--- config.mk ---
export PLATFORM = sky130hd
export DESIGN_NAME = filter_bank
export DESIGN_NICKNAME = d
export VERILOG_FILES = /design/src/rtl/package_settings.sv /design/src/rtl/filter_bank_channel.sv /design/src/rtl/filter_bank.sv
export SDC_FILE = /design/constraint.sdc
export NUM_CORES = 1
export LEC_CHECK = 0
export CORE_UTILIZATION = 40
export DETAILED_ROUTE_END_ITERATION = 12
export SLEW_MARGIN = 25
export SYNTH_ARGS = -nofsm -noshare
export SYNTH_HDL_FRONTEND = slang
export SYNTH_SLANG_ARGS = --single-unit
--- constraint.sdc ---
create_clock -name clk -period 10.5 [get_ports clk]
set_clock_uncertainty 0.2 [all_clocks]
set_input_delay 2.625 -clock clk [delete_from_list [all_inputs] [get_ports clk]]
set_output_delay 2.625 -clock clk [all_outputs]
set_load 0.02 [all_outputs]
--- src/rtl/package_settings.sv ---
// Shared settings for the filter bank: ADC sample width, maximum window
// exponent, peak FSM state encoding and the window-exponent clamp helper.
package package_settings;

    localparam int unsigned SIZE_ADC_DATA   = 12;
    localparam int unsigned FB_MAX_LOG2_WIN = 5;

    typedef enum logic {PK_IDLE, PK_ABOVE} pk_state_t;

    // Out-of-range window exponents saturate at the largest supported window.
    function automatic logic [2:0] clamp_log2(input logic [2:0] v, input int unsigned max_log2);
        return (32'(v) > max_log2) ? 3'(max_log2) : v;
    endfunction

endpackage

--- src/rtl/filter_bank_channel.sv ---
// One filter channel: window register, running moving sum and, when
// FILTER_BANK_PEAK_EN is defined, the peak FSM with its max register.
module filter_bank_channel
    import package_settings::*;
#(
    parameter int unsigned DATA_W       = SIZE_ADC_DATA,
    parameter int unsigned MAX_LOG2_WIN = FB_MAX_LOG2_WIN,
    parameter int unsigned OUT_W        = DATA_W + MAX_LOG2_WIN
) (
    input  logic              clk,
    input  logic              reset,
    input  logic              clear,
    input  logic              valid,
    input  logic [2:0]        cfg_log2_win,
    input  logic [DATA_W-1:0] in_data,
    input  logic [DATA_W-1:0] old_data,
    input  logic [OUT_W-1:0]  thr,
    output logic [2:0]        log2_win,
    output logic [OUT_W-1:0]  sum,
    output logic              peak_valid,
    output logic [OUT_W-1:0]  peak_data
);

    logic [OUT_W-1:0] sum_next;

    // Next sum; a clear restarts from an empty window, so the tapped sample is ignored.
    always_comb begin
        sum_next = clear ? '0 : sum;
        sum_next = sum_next + OUT_W'(in_data);
        if (!clear) begin
            sum_next = sum_next - OUT_W'(old_data);
        end
    end

    // Window register and running sum.
    always_ff @(posedge clk or negedge reset) begin
        if (!reset) begin
            log2_win <= '0;
            sum      <= '0;
        end else begin
            if (clear) begin
                log2_win <= clamp_log2(cfg_log2_win, MAX_LOG2_WIN);
            end
            if (valid) begin
                sum <= sum_next;
            end else if (clear) begin
                sum <= '0;
            end
        end
    end

`ifdef FILTER_BANK_PEAK_EN
    pk_state_t        state, state_next, state_cur;
    logic [OUT_W-1:0] max_q, max_next;
    logic             pv_next;
    logic [OUT_W-1:0] pd_next;

    // Peak decision is made on sum_next so the pulse lines up with out_valid.
    // A clear drops any pending peak and evaluates the new sample from IDLE.
    always_comb begin
        state_cur  = clear ? PK_IDLE : state;
        state_next = state_cur;
        max_next   = clear ? '0 : max_q;
        pv_next    = 1'b0;
        pd_next    = peak_data;
        if (valid) begin
            case (state_cur)
                PK_IDLE: begin
                    if (sum_next > thr) begin
                        state_next = PK_ABOVE;
                        max_next   = sum_next;
                    end
                end
                PK_ABOVE: begin
                    if (sum_next > thr) begin
                        if (sum_next > max_q) begin
                            max_next = sum_next;
                        end
                    end else begin
                        state_next = PK_IDLE;
                        pv_next    = 1'b1;
                        pd_next    = max_q;
                    end
                end
                default: state_next = PK_IDLE;
            endcase
        end
    end

    // Peak FSM state, max and output registers.
    always_ff @(posedge clk or negedge reset) begin
        if (!reset) begin
            state      <= PK_IDLE;
            max_q      <= '0;
            peak_valid <= 1'b0;
            peak_data  <= '0;
        end else begin
            state      <= state_next;
            max_q      <= max_next;
            peak_valid <= pv_next;
            peak_data  <= pd_next;
        end
    end
`else
    logic unused_thr;

    assign unused_thr = ^thr;
    assign peak_valid = 1'b0;
    assign peak_data  = '0;
`endif

endmodule

--- src/rtl/filter_bank.sv ---
// Multi-channel moving-sum filter bank sharing one delay line.
// Optional peak detection is built when FILTER_BANK_PEAK_EN is defined.
module filter_bank
    import package_settings::*;
#(
    parameter int unsigned NUM_CH       = 4,
    parameter int unsigned DATA_W       = SIZE_ADC_DATA,
    parameter int unsigned MAX_LOG2_WIN = FB_MAX_LOG2_WIN,
    parameter int unsigned OUT_W        = DATA_W + MAX_LOG2_WIN
) (
    input  logic                    clk,
    input  logic                    reset,
    input  logic                    in_valid,
    input  logic [DATA_W-1:0]       in_data,
    input  logic                    cfg_load,
    input  logic [NUM_CH*3-1:0]     cfg_log2_win,
    input  logic [OUT_W-1:0]        cfg_thr,
    output logic                    out_valid,
    output logic [NUM_CH*OUT_W-1:0] out_data,
    output logic [NUM_CH-1:0]       peak_valid,
    output logic [NUM_CH*OUT_W-1:0] peak_data
);

    localparam int unsigned DEPTH = 2 ** MAX_LOG2_WIN;

    logic [DATA_W-1:0]       line [DEPTH];
    logic [MAX_LOG2_WIN-1:0] wr_ptr;

    // Delay line write; cfg_load empties it and the same-cycle sample lands in slot 0.
    always_ff @(posedge clk or negedge reset) begin
        if (!reset) begin
            line   <= '{default: '0};
            wr_ptr <= '0;
        end else if (cfg_load) begin
            line <= '{default: '0};
            if (in_valid) begin
                line[0] <= in_data;
                wr_ptr  <= MAX_LOG2_WIN'(1);
            end else begin
                wr_ptr <= '0;
            end
        end else if (in_valid) begin
            line[wr_ptr] <= in_data;
            wr_ptr       <= wr_ptr + MAX_LOG2_WIN'(1);
        end
    end

    // Output strobe follows the sample strobe by one cycle.
    always_ff @(posedge clk or negedge reset) begin
        if (!reset) begin
            out_valid <= 1'b0;
        end else begin
            out_valid <= in_valid;
        end
    end

    for (genvar c = 0; c < NUM_CH; c++) begin : g_ch
        logic [2:0]              log2_win;
        logic [MAX_LOG2_WIN-1:0] tap;
        logic [OUT_W-1:0]        sum;
        logic                    pv;
        logic [OUT_W-1:0]        pd;

        // Full-depth window truncates to 0 and taps the slot about to be overwritten.
        assign tap = wr_ptr - MAX_LOG2_WIN'(1 << log2_win);

        filter_bank_channel #(
            .DATA_W      (DATA_W),
            .MAX_LOG2_WIN(MAX_LOG2_WIN),
            .OUT_W       (OUT_W)
        ) u_ch (
            .clk         (clk),
            .reset       (reset),
            .clear       (cfg_load),
            .valid       (in_valid),
            .cfg_log2_win(cfg_log2_win[c*3 +: 3]),
            .in_data     (in_data),
            .old_data    (line[tap]),
            .thr         (cfg_thr),
            .log2_win    (log2_win),
            .sum         (sum),
            .peak_valid  (pv),
            .peak_data   (pd)
        );

        assign out_data[c*OUT_W +: OUT_W]  = sum;
        assign peak_valid[c]               = pv;
        assign peak_data[c*OUT_W +: OUT_W] = pd;
    end

endmodule
==> out/metrics.csv, run 1 <==
stage,metric,value,unit
critical_path,Critical-path top delay cell,fa_4,
clock_tree,cts hold-fix bufs,0,
critical_path,Worst path max stage delay,1460,ps
detailed_routing,final wirelength,131.5,mm
grt,first-pass GRT wire length,193.4,mm
place,Placed Area,38710,um^2
synthesis,"Avg Cell Area, Syn",11.63,um^2
grt,initial antenna violation count,3,
hold_path,Tightest Hold Check Type,reg -> reg,
grt,total track usage,28.28,%
critical_path,crit-path max FO,42,
floorplan,Die H,304.6,um
synthesis,register bit total from synthesis,470,
synthesis,Synth async-reset ratio,100.0,%
floorplan,row cnt,110,
pwr,Pwr Density,189.9,nW/um^2
run,Max-cap violations,0,
critical_path,Crit path top cell by count,a21oi_1,
synthesis,Post-Synthesis Cells,3150,
sta,min Tclk post-route,7507,ps
critical_path,Critical Path Sink Type,flop,
detailed_routing,routed vias/inst,6.631,
floorplan,core box area,90420,um^2
synthesis,synth unique cells,89,
critical_path,Critical Path Start,wr_ptr[1],
synthesis,yosys warns,0,
critical_path,Reg2Reg Launch Point,wr_ptr[1],
sta,unrepaired setup endpoints after global routing,no,
grt,vias in the first global route,28070,
pwr,Peak VDD IR,0.1471,mV
synthesis,"EDFF count, synth",0,
synthesis,"area leader, netlist",dfrtp_1,
sta,setup_tns,0,ps
detailed_routing,DR iter-0 viols,3184,
detailed_routing,Vias,28640,
place,PortBufs,96,
clock_tree,Clock Latency Late Sink,650,ps
clock_tree,setup bufs post-CTS,0,
clock_tree,TritonCTS Buffers,56,
detailed_routing,DRT antenna net count,0,
floorplan,Starting Density,40.51,%
sta,Slew Limit Fails,0,
detailed_routing,drt wl/cell,30.44,um
detailed_routing,Pre-antenna DRT Iters,5,
final_layout,fin util,45.05,%
sta,Max Clk Rate,0.1332,GHz
clock_tree,post_cts resized,0,
critical_path,Worst Setup Start Kind,flop,
synthesis,Main synth FF type,dfrtp_1,
sta,crit share post-route,71.50,%
place,"worst slack, placed",2545,ps
critical_path,Worst EP arrival,7820,ps
critical_path,"critical path, cell by cell",inv_1 -> fa_4 -> buf_4 -> mux4_2 -> mux4_2 -> mux2_2 -> ha_1 -> fa_1 -> nand2b_1 -> a21oi_1 -> o211ai_1 -> a21oi_1 -> nor2_1 -> a21oi_1 -> a31o_1 -> a211oi_2 -> mux2_1 -> a211o_1,
place,GPL Wtd Cong,0.8824,
detailed_routing,number of remaining DRC errors,0,
final_layout,final instance area,40740,um^2
clock_tree,Root Buffer,clkbuf_16,
critical_path,required time worst endpoint,10810,ps
sta,Worst Slack Setup Final,2993,ps
hold_path,hold_sp,g_ch[2].u_ch.sum[16],
clock_tree,htree depth,2,
grt,Overflow after GRT,0,
sta,Slew headroom,19.83,%
final_layout,Final nets,3279,
critical_path,Crit Path Class,reg -> reg,
synthesis,top area cells in the synthesized netlist,"dfrtp_1 32%, mux4_2 29%, a22o_1 5.5%, ha_1 4.1%, nand2_1 3.4%",
synthesis,sequential-to-total area share from yosys stat,32.11,%
floorplan,Die Width,304.6,um
final_layout,fraction of layout cells with a size suffix above 1,23.58,%
floorplan,Ports,186,
final_layout,fillers,8160,
critical_path,reg-to-reg setup timing slack,2990,ps
place,Final HPWL DP,81.32,mm
outcome,status,finished clean,
sta,Worst-Margin Slew,1203,ps
clock_tree,TritonCTS sink count,470,
clock_tree,CTS tree,built,
final_layout,area grow syn2layout,11.21,%
pwr,"Power, Total",7737,uW
pwr,leakage power,0.01638,uW
synthesis,post-synth top area share,32.11,%
clock_tree,Clock Pin Slew Worst Setup and Hold Paths,60,ps
sta,"Hold Vio Cnt, Final",0,
synthesis,mapped cell area,36630,um^2
grt,largest net degree at the start of global routing,142,
floorplan,die area,92790,um^2
sta,# setup viols final,0,
clock_tree,clk buf depth,3,
kinds of logic after synthesis:
logic type | share of synthesized area [%]
XOR/XNOR | 2.794
AO/OA/AOI/OAI | 13.44
AND/OR/NAND/NOR | 9.165
buffers and inverters | 4.970
flip-flops | 32.11
other | 0.01024
multiplexers | 32.76
adder cells (fa/ha/maj) | 4.755
power breakdown:
part / total, uW / internal (uW) / switching, uW
sequential: 2090 / 1930 / 155
combinational: 3510 / 1450 / 2060
clock: 2140 / 1290 / 850
total: 7740 / 4670 / 3070
per-stage QoR:
step	hold WS (ps)	std cells
finish	324.6	4320
global route	330.3	4319
CTS	326.4	4319
detailed placement	315.2	4220
global placement	292.1	4218
floorplan	309.4	3221
registers in the layout, summed over array words and instances (netlist names):
register,count
line,384
g_ch.u_ch.sum,68
wr_ptr,5
g_ch.u_ch.log2_win,12
out_valid,1
final cells by class:
class / count / area [um^2] / area share, %
clock buffers: 76 / 1638 / 4.021
multi-input cells: 2356 / 23680 / 58.12
inverters: 51 / 198.9 / 0.4884
clock inverters: 23 / 356.6 / 0.8754
well taps: 1176 / 1471 / 3.612
diodes: 1 / 2.502 / 0.006143
flip-flops and latches: 470 / 11760 / 28.87
repair buffers: 167 / 1633 / 4.008
cells in the mapped netlist, types with 4 or more instances:
cell and number:
dfrtp_1 470, o211ai_1 6, nor2b_1 63, or3_1 16, mux4_2 476, xnor2_1 89
nor2_1 154, a32o_1 12, o21bai_1 8, fa_1 12, clkbuf_1 202, nand2_1 336
and2_1 26, a211oi_1 11, buf_4 72, o21ai_0 71, o2bb2ai_1 4, a31oi_1 13
clkbuf_8 5, mux2i_1 111, o21ai_1 14, mux2_2 13, nand4_1 8, o31a_1 4
xor2_1 26, nor3_1 28, o31ai_1 8, nand3_1 27, nand3b_1 10, nand2b_1 17
inv_1 50, a21o_1 24, o21a_1 17, ha_1 120, o22ai_1 11, a21oi_2 4
buf_1 62, and3_1 22, a21oi_1 226, a22o_1 232
metal layers:
layer / routed length (um) / up-vias / track usage [%]
met5: 0 / - / 0
met4: 8204 / 0 / 15.49
met3: 16580 / 390 / 9.965
met2: 57980 / 1769 / 42.08
met1: 48740 / 14530 / 35.97
li1: - / 11950 / -
cell usage in the layout (no fill, tap or decap), types with 28 or more instances in the layout:
master,n
nor2b_1,63
inv_1,48
conb_1,72
nor3_1,28
clkdlybuf4s50_1,93
buf_4,60
clkbuf_16,57
a22o_1,232
nor2_1,142
nand2_1,336
mux4_2,476
mux2i_1,111
dfrtp_1,470
a21oi_1,208
xnor2_1,77
o21ai_0,71
ha_1,116
critical path, delay by kind of cell (launching register included):
family	cells	cell delay, ps
AO/OA/AOI/OAI	7	1710
adder cells (fa/ha/maj)	3	2150
buffers and inverters	2	910
flip-flops	1	580
multiplexers	4	1570
AND/OR/NAND/NOR	2	260
worst paths after layout:
kind	depth (start not counted)	to
min reg2reg	1	g_ch[2].u_ch.sum[16]
min	1	g_ch[2].u_ch.sum[16]
min in group asynchronous	1	g_ch[0].u_ch.sum[14]
max in group asynchronous	3	line[175]
max reg2reg	18	g_ch[3].u_ch.sum[16]
max	18	g_ch[3].u_ch.sum[16]
No activity file was read; power rests on OpenSTA's default activity.
==> run 2: changes to the inputs <==
==> constraint.sdc (replaced) <==
create_clock -name clk -period 6.9 [get_ports clk]
set_clock_uncertainty 0.2 [all_clocks]
set_input_delay 1.725 -clock clk [delete_from_list [all_inputs] [get_ports clk]]
set_output_delay 1.725 -clock clk [all_outputs]
set_load 0.02 [all_outputs]
==> run 2 against run 1 <==
Net effect:
- worst setup slack got worse by 2500 ps
- register-to-register slack got worse by 2500 ps
- sequential share of layout area decreased by 0.42 points
- hold slack got worse by 25 ps
- clock power increased by 47%
- via count increased by 0.97%
- sequential power increased by 52%
- clock-buffer cell count increased by 2
- largest cell class unchanged
==> out/metrics.csv, run 2 (synthesis results as in run 1) <==
stage,metric,value,unit
clock_tree,CTS tree,built,
sta,setup_tns,0,ps
pwr,"Power, Total",11870,uW
detailed_routing,routed vias/inst,6.586,
floorplan,Ports,186,
final_layout,area grow syn2layout,12.86,%
final_layout,Reg with most FFs,line,
hold_path,Worst Hold Path Cells,1,
pwr,Pwr Density,287.0,nW/um^2
floorplan,Die H,304.6,um
critical_path,Crit Path Class,reg -> reg,
detailed_routing,drt wl/cell,30.24,um
clock_tree,Clock Pin Slew Worst Setup and Hold Paths,60,ps
final_layout,highest-count cells in the layout ignoring fill and taps,"476 x mux4_2, 470 x dfrtp_1, 336 x nand2_1",
pwr,Net Sw Frac,39.79,%
pwr,sequential power share,26.8,%
critical_path,Reg2Reg Launch Point,wr_ptr[1],
pwr,Power Internal,7145,uW
sta,Slew Limit Fails,0,
floorplan,die area,92790,um^2
detailed_routing,final wirelength,132.8,mm
sta,unrepaired setup endpoints after global routing,no,
critical_path,Worst Setup Start Kind,flop,
critical_path,Worst EP arrival,6720,ps
hold_path,hold_sp,g_ch[2].u_ch.sum[16],
floorplan,row cnt,110,
final_layout,final instance area,41340,um^2
sta,Slew headroom,25.83,%
pwr,Peak VDD IR,0.2472,mV
grt,vias in the first global route,28400,
place,Final HPWL DP,87.70,mm
detailed_routing,max layer used,met5,
final_layout,fillers,8224,
grt,largest net degree at the start of global routing,147,
sta,"Hold Vio Cnt, Final",0,
floorplan,Starting Density,40.51,%
place,GPL Wtd Cong,0.9392,
clock_tree,cts hold-fix bufs,0,
detailed_routing,number of remaining DRC errors,0,
outcome,status,finished clean,
final_layout,Final nets,3350,
pwr,combinational group share of total power,46.6,%
place,Placed Area,39370,um^2
clock_tree,setup bufs post-CTS,0,
sta,Worst Slack Setup Final,505.8,ps
final_layout,Largest register FFs,384,
grt,total track usage,28.63,%
final_layout,largest registers,"line x384, g_ch.u_ch.sum x68, g_ch.u_ch.log2_win x12",
grt,Overflow after GRT,0,
critical_path,Critical Path Start,wr_ptr[1],
pwr,Clock Power Share,26.6,%
hold_path,Tightest Hold Check Type,reg -> reg,
detailed_routing,met2 WL,58.08,mm
floorplan,Die Width,304.6,um
critical_path,Critical Path Sink Type,flop,
sta,Worst-Margin Slew,1111,ps
clock_tree,Clock Latency Late Sink,660,ps
sta,min Tclk post-route,6394,ps
floorplan,core box area,90420,um^2
clock_tree,Root Buffer,clkbuf_16,
clock_tree,post_cts resized,0,
clock_tree,htree depth,2,
detailed_routing,DRT antenna net count,0,
detailed_routing,Pre-antenna DRT Iters,5,
final_layout,fraction of layout cells with a size suffix above 1,25.05,%
critical_path,required time worst endpoint,7230,ps
hold_path,Hold EP,g_ch[2].u_ch.sum[16],
detailed_routing,DR iter-0 viols,3430,
grt,initial antenna violation count,2,
final_layout,"commonest non-fill, non-tap cell in the layout",mux4_2,
critical_path,FF-to-FF End,g_ch[3].u_ch.sum[16],
detailed_routing,met3 WL post-DR,17.51,mm
place,DP Cell Count,4293,
sta,# setup viols final,0,
pwr,leakage power,0.01672,uW
clock_tree,clk buf depth,3,
pwr,NetSw,4722,uW
detailed_routing,Metal-1 WL,50.32,mm
place,"worst slack, placed",398.2,ps
clock_tree,TritonCTS Buffers,54,
sta,Max Clk Rate,0.1564,GHz
run,Max-cap violations,0,
critical_path,FF-to-FF path depth,18,
detailed_routing,Vias,28920,
clock_tree,TritonCTS sink count,470,
final_layout,Final Non-Filler Cells,4391,
grt,first-pass GRT wire length,196.5,mm
sta,crit share post-route,92.67,%
place,PortBufs,96,
critical_path,crit-path max FO,18,
critical_path,reg-to-reg setup timing slack,510,ps
==> run 2: metal layers <==
metal | vias to the layer above | track usage (%)
met4 | 4 | 13.28
met2 | 1775 | 42.15
met3 | 370 | 10.69
li1 | 12090 | -
met5 | - | 0
met1 | 14680 | 37.36
==> run 2: power by group through the flow <==
stage / combinational [uW] / sequential (uW) / clock [uW]
finish: 5530 / 3180 / 3150
global route: 5910 / 3210 / 3280
CTS: 5490 / 3180 / 3170
detailed placement: 5470 / 3230 / 0
global placement: 5430 / 3230 / 0
floorplan: 3550 / 3330 / 0
==> run 2: area by class of cell <==
class | instances | area [um^2] | area share, %
diodes | 2 | 5.005 | 0.01211
well taps | 1176 | 1471 | 3.559
inverters | 51 | 198.9 | 0.4812
clock buffers | 78 | 1613 | 3.901
flip-flops and latches | 470 | 11760 | 28.45
repair buffers | 240 | 2307 | 5.581
clock inverters | 18 | 285.3 | 0.6901
multi-input cells | 2356 | 23700 | 57.33
==> run 2: worst max-delay path, cell delays in order, from the launching register on <==
cell	delay, ps
dfrtp_1	580
inv_1	330
fa_4	1190
buf_4	420
mux4_2	380
mux4_2	500
inv_1	60
o21ai_0	200
fa_1	500
nand2b_1	180
a21oi_1	240
o211ai_1	150
a21oi_1	210
nor2_1	70
a21oi_1	270
a31o_1	170
a211oi_2	60
mux2_1	320
a211o_1	220
==> run 2: worst max-delay path by stage <==
stage                                       to  slack [ps]  cells after the start
after detailed placement  g_ch[0].u_ch.sum[16]         400                     20
after CTS                 g_ch[2].u_ch.sum[16]         560                     17
after floorplan           g_ch[0].u_ch.sum[16]         220                     25
final                     g_ch[3].u_ch.sum[16]         510                     18
after global routing      g_ch[2].u_ch.sum[16]         150                     18
after global placement    g_ch[1].u_ch.sum[15]         370                     21
==> run 2: stage by stage <==
step	hold WS [ps]	util (%)
2_1_floorplan	309.4	-
3_3_place_gp	286.9	43.46
3_5_place_dp	292.7	43.54
4_1_cts	301.9	45.64
5_1_grt	349.4	45.71
6_report	299.4	45.72
